`config.mk`:
```
export PLATFORM = sky130hd
export DESIGN_NAME = dmem_arbiter
export DESIGN_NICKNAME = d
export VERILOG_FILES = /design/src/rtl/dmem_arbiter.sv
export SDC_FILE = /design/constraint.sdc
export NUM_CORES = 1
export LEC_CHECK = 0
export ABC_CLOCK_PERIOD_IN_PS = 4800
export BUFFER_PORTS_ARGS = -buffer_cell sky130_fd_sc_hd__buf_2
export CORE_MARGIN = 3
export CORE_UTILIZATION = 35
export CTS_BUF_LIST = sky130_fd_sc_hd__clkbuf_4 sky130_fd_sc_hd__clkbuf_8
export DETAILED_ROUTE_END_ITERATION = 10
export GPL_ROUTABILITY_DRIVEN = 0
export GPL_TIMING_DRIVEN = 1
export SLEW_MARGIN = 15
export SYNTH_ARGS = -nofsm -noshare
export SYNTH_HDL_FRONTEND = slang
export SYNTH_SLANG_ARGS = --single-unit
```
`constraint.sdc`:
```
create_clock -name clk -period 4.8 [get_ports clk]
set_input_delay 0.48 -clock clk [delete_from_list [all_inputs] [get_ports clk]]
set_output_delay 0.48 -clock clk [all_outputs]
set_load 0.005 [all_outputs]
```
`src/rtl/dmem_arbiter.sv`:
```
// Two-port load/store front end for a 1024 x 32-bit word memory. Requests from
// p0/p1 are arbitrated round-robin and turned into word accesses (RMW for SB/SH).
module dmem_arbiter #(
  parameter int unsigned MEM_BYTES = 4096
) (
  input  logic        clk,
  input  logic        rst_n,

  input  logic        p0_req_valid,
  output logic        p0_req_ready,
  input  logic        p0_req_we,
  input  logic [1:0]  p0_req_size,
  input  logic        p0_req_unsigned,
  input  logic [31:0] p0_req_addr,
  input  logic [31:0] p0_req_wdata,
  output logic        p0_resp_valid,
  input  logic        p0_resp_ready,
  output logic [31:0] p0_resp_rdata,
  output logic        p0_resp_err,

  input  logic        p1_req_valid,
  output logic        p1_req_ready,
  input  logic        p1_req_we,
  input  logic [1:0]  p1_req_size,
  input  logic        p1_req_unsigned,
  input  logic [31:0] p1_req_addr,
  input  logic [31:0] p1_req_wdata,
  output logic        p1_resp_valid,
  input  logic        p1_resp_ready,
  output logic [31:0] p1_resp_rdata,
  output logic        p1_resp_err,

  output logic        mem_we,
  output logic [31:0] mem_addr,
  output logic [31:0] mem_wdata,
  input  logic [31:0] mem_rdata,
  output logic        busy
);

  localparam logic [2:0] ST_IDLE = 3'd0;
  localparam logic [2:0] ST_ACC  = 3'd1;
  localparam logic [2:0] ST_WR   = 3'd2;
  localparam logic [2:0] ST_ERR  = 3'd3;
  localparam logic [2:0] ST_RESP = 3'd4;

  localparam logic [1:0] SZ_BYTE = 2'b00;
  localparam logic [1:0] SZ_HALF = 2'b01;
  localparam logic [1:0] SZ_WORD = 2'b10;

  logic [2:0]  state_q, state_d;
  logic        last_q, last_d;     // port granted on the most recent acceptance
  logic        owner_q, owner_d;
  logic        we_q, we_d;
  logic [1:0]  size_q, size_d;
  logic        uns_q, uns_d;
  logic [31:0] addr_q, addr_d;
  logic [31:0] wdata_q, wdata_d;
  // Holds the extended load result, or the old word during a sub-word store.
  logic [31:0] data_q, data_d;

  logic        grant;
  logic        accept;
  logic        sel_we, sel_uns, owner_resp_ready;
  logic [1:0]  sel_size;
  logic [31:0] sel_addr, sel_wdata;
  logic [7:0]  byte_lane;
  logic [15:0] half_lane;
  logic [31:0] load_ext;
  logic [31:0] merged;

  function automatic logic access_invalid(input logic [1:0] size, input logic [31:0] addr);
    logic [32:0] end_addr;
    logic        bad;
    bad      = 1'b0;
    end_addr = {1'b0, addr};
    case (size)
      SZ_BYTE: end_addr = {1'b0, addr} + 33'd1;
      SZ_HALF: begin
        bad      = addr[0];
        end_addr = {1'b0, addr} + 33'd2;
      end
      SZ_WORD: begin
        bad      = |addr[1:0];
        end_addr = {1'b0, addr} + 33'd4;
      end
      default: bad = 1'b1;
    endcase
    if (end_addr > 33'(MEM_BYTES)) bad = 1'b1;
    return bad;
  endfunction

  // Round-robin only breaks ties; a lone requester always wins.
  always_comb begin
    // NOTE: every signal assigned in always_comb gets a default first so no latch is inferred.
    grant = 1'b0;
    if (p0_req_valid && p1_req_valid) grant = ~last_q;
    else if (p1_req_valid)            grant = 1'b1;
  end

  assign sel_we    = grant ? p1_req_we       : p0_req_we;
  assign sel_size  = grant ? p1_req_size     : p0_req_size;
  assign sel_uns   = grant ? p1_req_unsigned : p0_req_unsigned;
  assign sel_addr  = grant ? p1_req_addr     : p0_req_addr;
  assign sel_wdata = grant ? p1_req_wdata    : p0_req_wdata;
  assign accept    = (state_q == ST_IDLE) && (grant ? p1_req_valid : p0_req_valid);
  assign owner_resp_ready = owner_q ? p1_resp_ready : p0_resp_ready;

  assign byte_lane = mem_rdata[{addr_q[1:0], 3'b000} +: 8];
  assign half_lane = mem_rdata[{addr_q[1], 4'b0000} +: 16];

  always_comb begin
    case (size_q)
      SZ_BYTE: load_ext = {{24{~uns_q & byte_lane[7]}}, byte_lane};
      SZ_HALF: load_ext = {{16{~uns_q & half_lane[15]}}, half_lane};
      default: load_ext = mem_rdata;
    endcase
  end

  always_comb begin
    merged = data_q;
    if (size_q == SZ_BYTE) merged[{addr_q[1:0], 3'b000} +: 8] = wdata_q[7:0];
    else                   merged[{addr_q[1], 4'b0000} +: 16] = wdata_q[15:0];
  end

  always_comb begin
    state_d = state_q;
    last_d  = last_q;
    owner_d = owner_q;
    we_d    = we_q;
    size_d  = size_q;
    uns_d   = uns_q;
    addr_d  = addr_q;
    wdata_d = wdata_q;
    data_d  = data_q;
    case (state_q)
      ST_IDLE: begin
        if (accept) begin
          owner_d = grant;
          last_d  = grant;
          we_d    = sel_we;
          size_d  = sel_size;
          uns_d   = sel_uns;
          addr_d  = sel_addr;
          wdata_d = sel_wdata;
          state_d = access_invalid(sel_size, sel_addr) ? ST_ERR : ST_ACC;
        end
      end
      ST_ACC: begin
        if (!we_q) begin
          data_d  = load_ext;
          state_d = ST_RESP;
        end else if (size_q == SZ_WORD) begin
          state_d = ST_RESP;
        end else begin
          data_d  = mem_rdata;
          state_d = ST_WR;
        end
      end
      ST_WR: state_d = ST_RESP;
      ST_ERR, ST_RESP: if (owner_resp_ready) state_d = ST_IDLE;
      default: state_d = ST_IDLE;
    endcase
  end

  always_ff @(posedge clk or negedge rst_n) begin
    if (!rst_n) begin
      state_q <= ST_IDLE;
      last_q  <= 1'b1;
      owner_q <= 1'b0;
      we_q    <= 1'b0;
      size_q  <= 2'b00;
      uns_q   <= 1'b0;
      addr_q  <= '0;
      wdata_q <= '0;
      data_q  <= '0;
    end else begin
      // NOTE: sequential state uses non-blocking assignments so all flops update together.
      state_q <= state_d;
      last_q  <= last_d;
      owner_q <= owner_d;
      we_q    <= we_d;
      size_q  <= size_d;
      uns_q   <= uns_d;
      addr_q  <= addr_d;
      wdata_q <= wdata_d;
      data_q  <= data_d;
    end
  end

  // Reset forces IDLE asynchronously, which zeroes every state-derived output.
  assign mem_we    = (state_q == ST_WR) || (state_q == ST_ACC && we_q && size_q == SZ_WORD);
  assign mem_addr  = (state_q == ST_ACC || state_q == ST_WR) ? {addr_q[31:2], 2'b00} : '0;
  assign mem_wdata = !mem_we ? '0 : ((state_q == ST_WR) ? merged : wdata_q);
  assign busy      = (state_q != ST_IDLE);

  assign p0_req_ready  = rst_n && (state_q == ST_IDLE) && !grant;
  assign p1_req_ready  = rst_n && (state_q == ST_IDLE) && grant;
  assign p0_resp_valid = (state_q == ST_RESP || state_q == ST_ERR) && !owner_q;
  assign p1_resp_valid = (state_q == ST_RESP || state_q == ST_ERR) && owner_q;
  assign p0_resp_err   = (state_q == ST_ERR) && !owner_q;
  assign p1_resp_err   = (state_q == ST_ERR) && owner_q;
  assign p0_resp_rdata = (state_q == ST_RESP && !owner_q && !we_q) ? data_q : '0;
  assign p1_resp_rdata = (state_q == ST_RESP && owner_q && !we_q) ? data_q : '0;

endmodule

```
==> run metrics <==
H-Tree Depth 3; crit path launch type flop; number of fill cells 2,822; Final TNS setup 0 ns; Setup crit end kind output pin; Cell Chain, Critical Path nor2_2 > o21bai_1 > a21oi_1 > a22oi_1 > nor2_1 > buf_2; post-synthesis register bit count 105; most common library cell in the layout ignoring fill and taps buf_2; GRT met1 Usage 0.353; maximum operating frequency 268 MHz; synthesis warning total 0; Num CTS Buffers 9; number of setup buffers added after CTS 0; WHS 0.0820 ns; worst vdd ir 0.203 mV; Clock Latency Late Sink 0.38 ns; # rows 59; Setup Viol. Count Final 0; CP max stage delay 0.73 ns; async set-or-reset flop fraction in the synthesized netlist 1.00; largest fanout on the critical path 20; EDFF count, synth 0; Placed Area 11,300 µm²; total grt overflow 0; top_reg_cell synth dfrtp_1; Root Driver clkbuf_8; final period utilization 0.778; final WL 41,900 µm; Inst Count DP 1,894; PwrDens 488 nW/µm²; CTS tree yes; ant diodes 0; DIE WIDTH 171 µm; grt peak-use layer met2; M3 GR Usage 0.0409; vias in the first global route 10,500; fin nets 1,753; Setup CP Type reg -> out; drt via density 6.05; die footprint 29,300 µm²; first-pass detailed-route iteration total 6; dpl hpwl 32,500 µm; Final Hold Vio Count 0; Register Area 2630 µm²; IO Pins 310; Netlist Area Pre-Place 9550 µm²; post-synthesis sequential area ratio 0.275; Core Area 26,400 µm²; CTS Sinks 105; Bufs and invs on worst path 1; PostCTS Resize Cnt 0; HP Class in -> async; Power, Total 5.59 mW; max_cap viols 0; Tot GR Track Use 0.271; largest net degree at the start of global routing 115; Worst slew margin 0.310; final routed DRC violation total 0; die height 171 µm; Routed Antenna Nets 0; Syn-to-layout area delta 20.0%; Buffers on Ports 307; antenna violations before repair 1; Avg Cell Area, Syn 7.21 µm²; Reg clk slew, reported paths 0.10 ns; WP data arrival 3.25 ns; Iter 0 DRT Violations 1,480; Cell variety after synth 81; layout cells sized above 1 0.241; CP required 4.32 ns; via count of the routed design 11,600; RSZ-0062 raised after global routing false; wire per inst 21.9 µm; design area 11,500 µm²; met2 usage in global routing 0.457; cells after synthesis 1,325; Starting Density 0.361; first-pass GRT wire length 62,000 µm; Clock Tree Buf Depth 2; Setup Skew 0.0209 ns; # hold bufs at CTS 0; Leakage Power 5.16 nW; fin cells 1,909; family with the most delay on the worst path compound AO/OA/AOI/OAI gates; fin. max-slew vios 0; commonest non-fill, non-tap cells in the layout 306 x buf_2, 183 x nand2_1, 166 x nor2_1; status completed; Crit-path slowest cell a21oi_1; worst slew pin tran 1.04 ns; multi-input logic area 6440 µm²; minimum clock period 3.73 ns
-- through the flow --
step	setup slack [ns]	util
global placement	1.17	0.427
finish	1.07	0.434
CTS	1.12	0.434
detailed placement	1.09	0.427
floorplan	1.34	-
global route	0.825	0.434
-- synthesized netlist by cell type, drive strengths merged (11+ instances only) --
cell type,count,share of area
nand2,183,0.072
nor2,168,0.066
o21ai,122,0.064
dfrtp,104,0.27
and2,100,0.066
a21oi,81,0.043
clkbuf,63,0.025
a31oi,53,0.035
nand3,46,0.025
mux2i,40,0.047
nor3,36,0.019
nand4,34,0.022
buf,30,0.020
inv,25,0.0098
nor4,25,0.022
a22oi,21,0.017
xnor2,18,0.017
a221oi,11,0.010
o22ai,11,0.0079
-- report_power, final --
part	total (mW)	switching (mW)	internal [mW]
sequential	1.88	0.549	1.33
combinational	3.17	1.97	1.20
clock	0.546	0.322	0.224
-- cells by family after synthesis --
kind of cell             count (synthesis)  share of synthesized area
AO/OA/AOI/OAI                          377                      0.248
flip-flops                             105                      0.275
adder cells (fa/ha/maj)                  9                     0.0118
other                                    1                   0.000393
AND/OR/NAND/NOR                        640                      0.327
buffers and inverters                  118                     0.0549
XOR/XNOR                                27                     0.0255
multiplexers                            48                     0.0573
-- per-layer routing --
layer	vias up	share of wire
li1	5276	-
met1	5401	0.40
met2	784	0.47
met3	93	0.096
met4	2	0.036
met5	-	0.00022
-- sequential cells by signal (all words and copies together) (netlist names) --
name	flops
addr_q	32
data_q	32
last_q	1
owner_q	1
size_q	2
state_q	3
uns_q	1
wdata_q	32
we_q	1
-- worst paths after layout --
path	startpoint	endpoint	slack (ns)	cells past startpoint
worst min-delay path	rst_n	addr_q[18]	0.08	1
worst max register to register	last_q	state_q[1]	1.14	11
worst min register to register	addr_q[8]	addr_q[8]	0.53	2
min in group clk	p0_req_wdata[13]	wdata_q[13]	0.34	3
max in group asynchronous	rst_n	addr_q[13]	3.38	2
worst max-delay path	size_q[0]	mem_wdata[4]	1.07	6
-- layout make-up --
cell class                 instances  share of cell area
clock inverter                     3             0.00218
clock buffer                      12              0.0139
inverter                          25             0.00819
sequential                       105               0.229
timing repair buffer             326               0.148
tap                              335              0.0366
multi-input combinational       1103               0.562
Power figures use the tool's default switching activity.
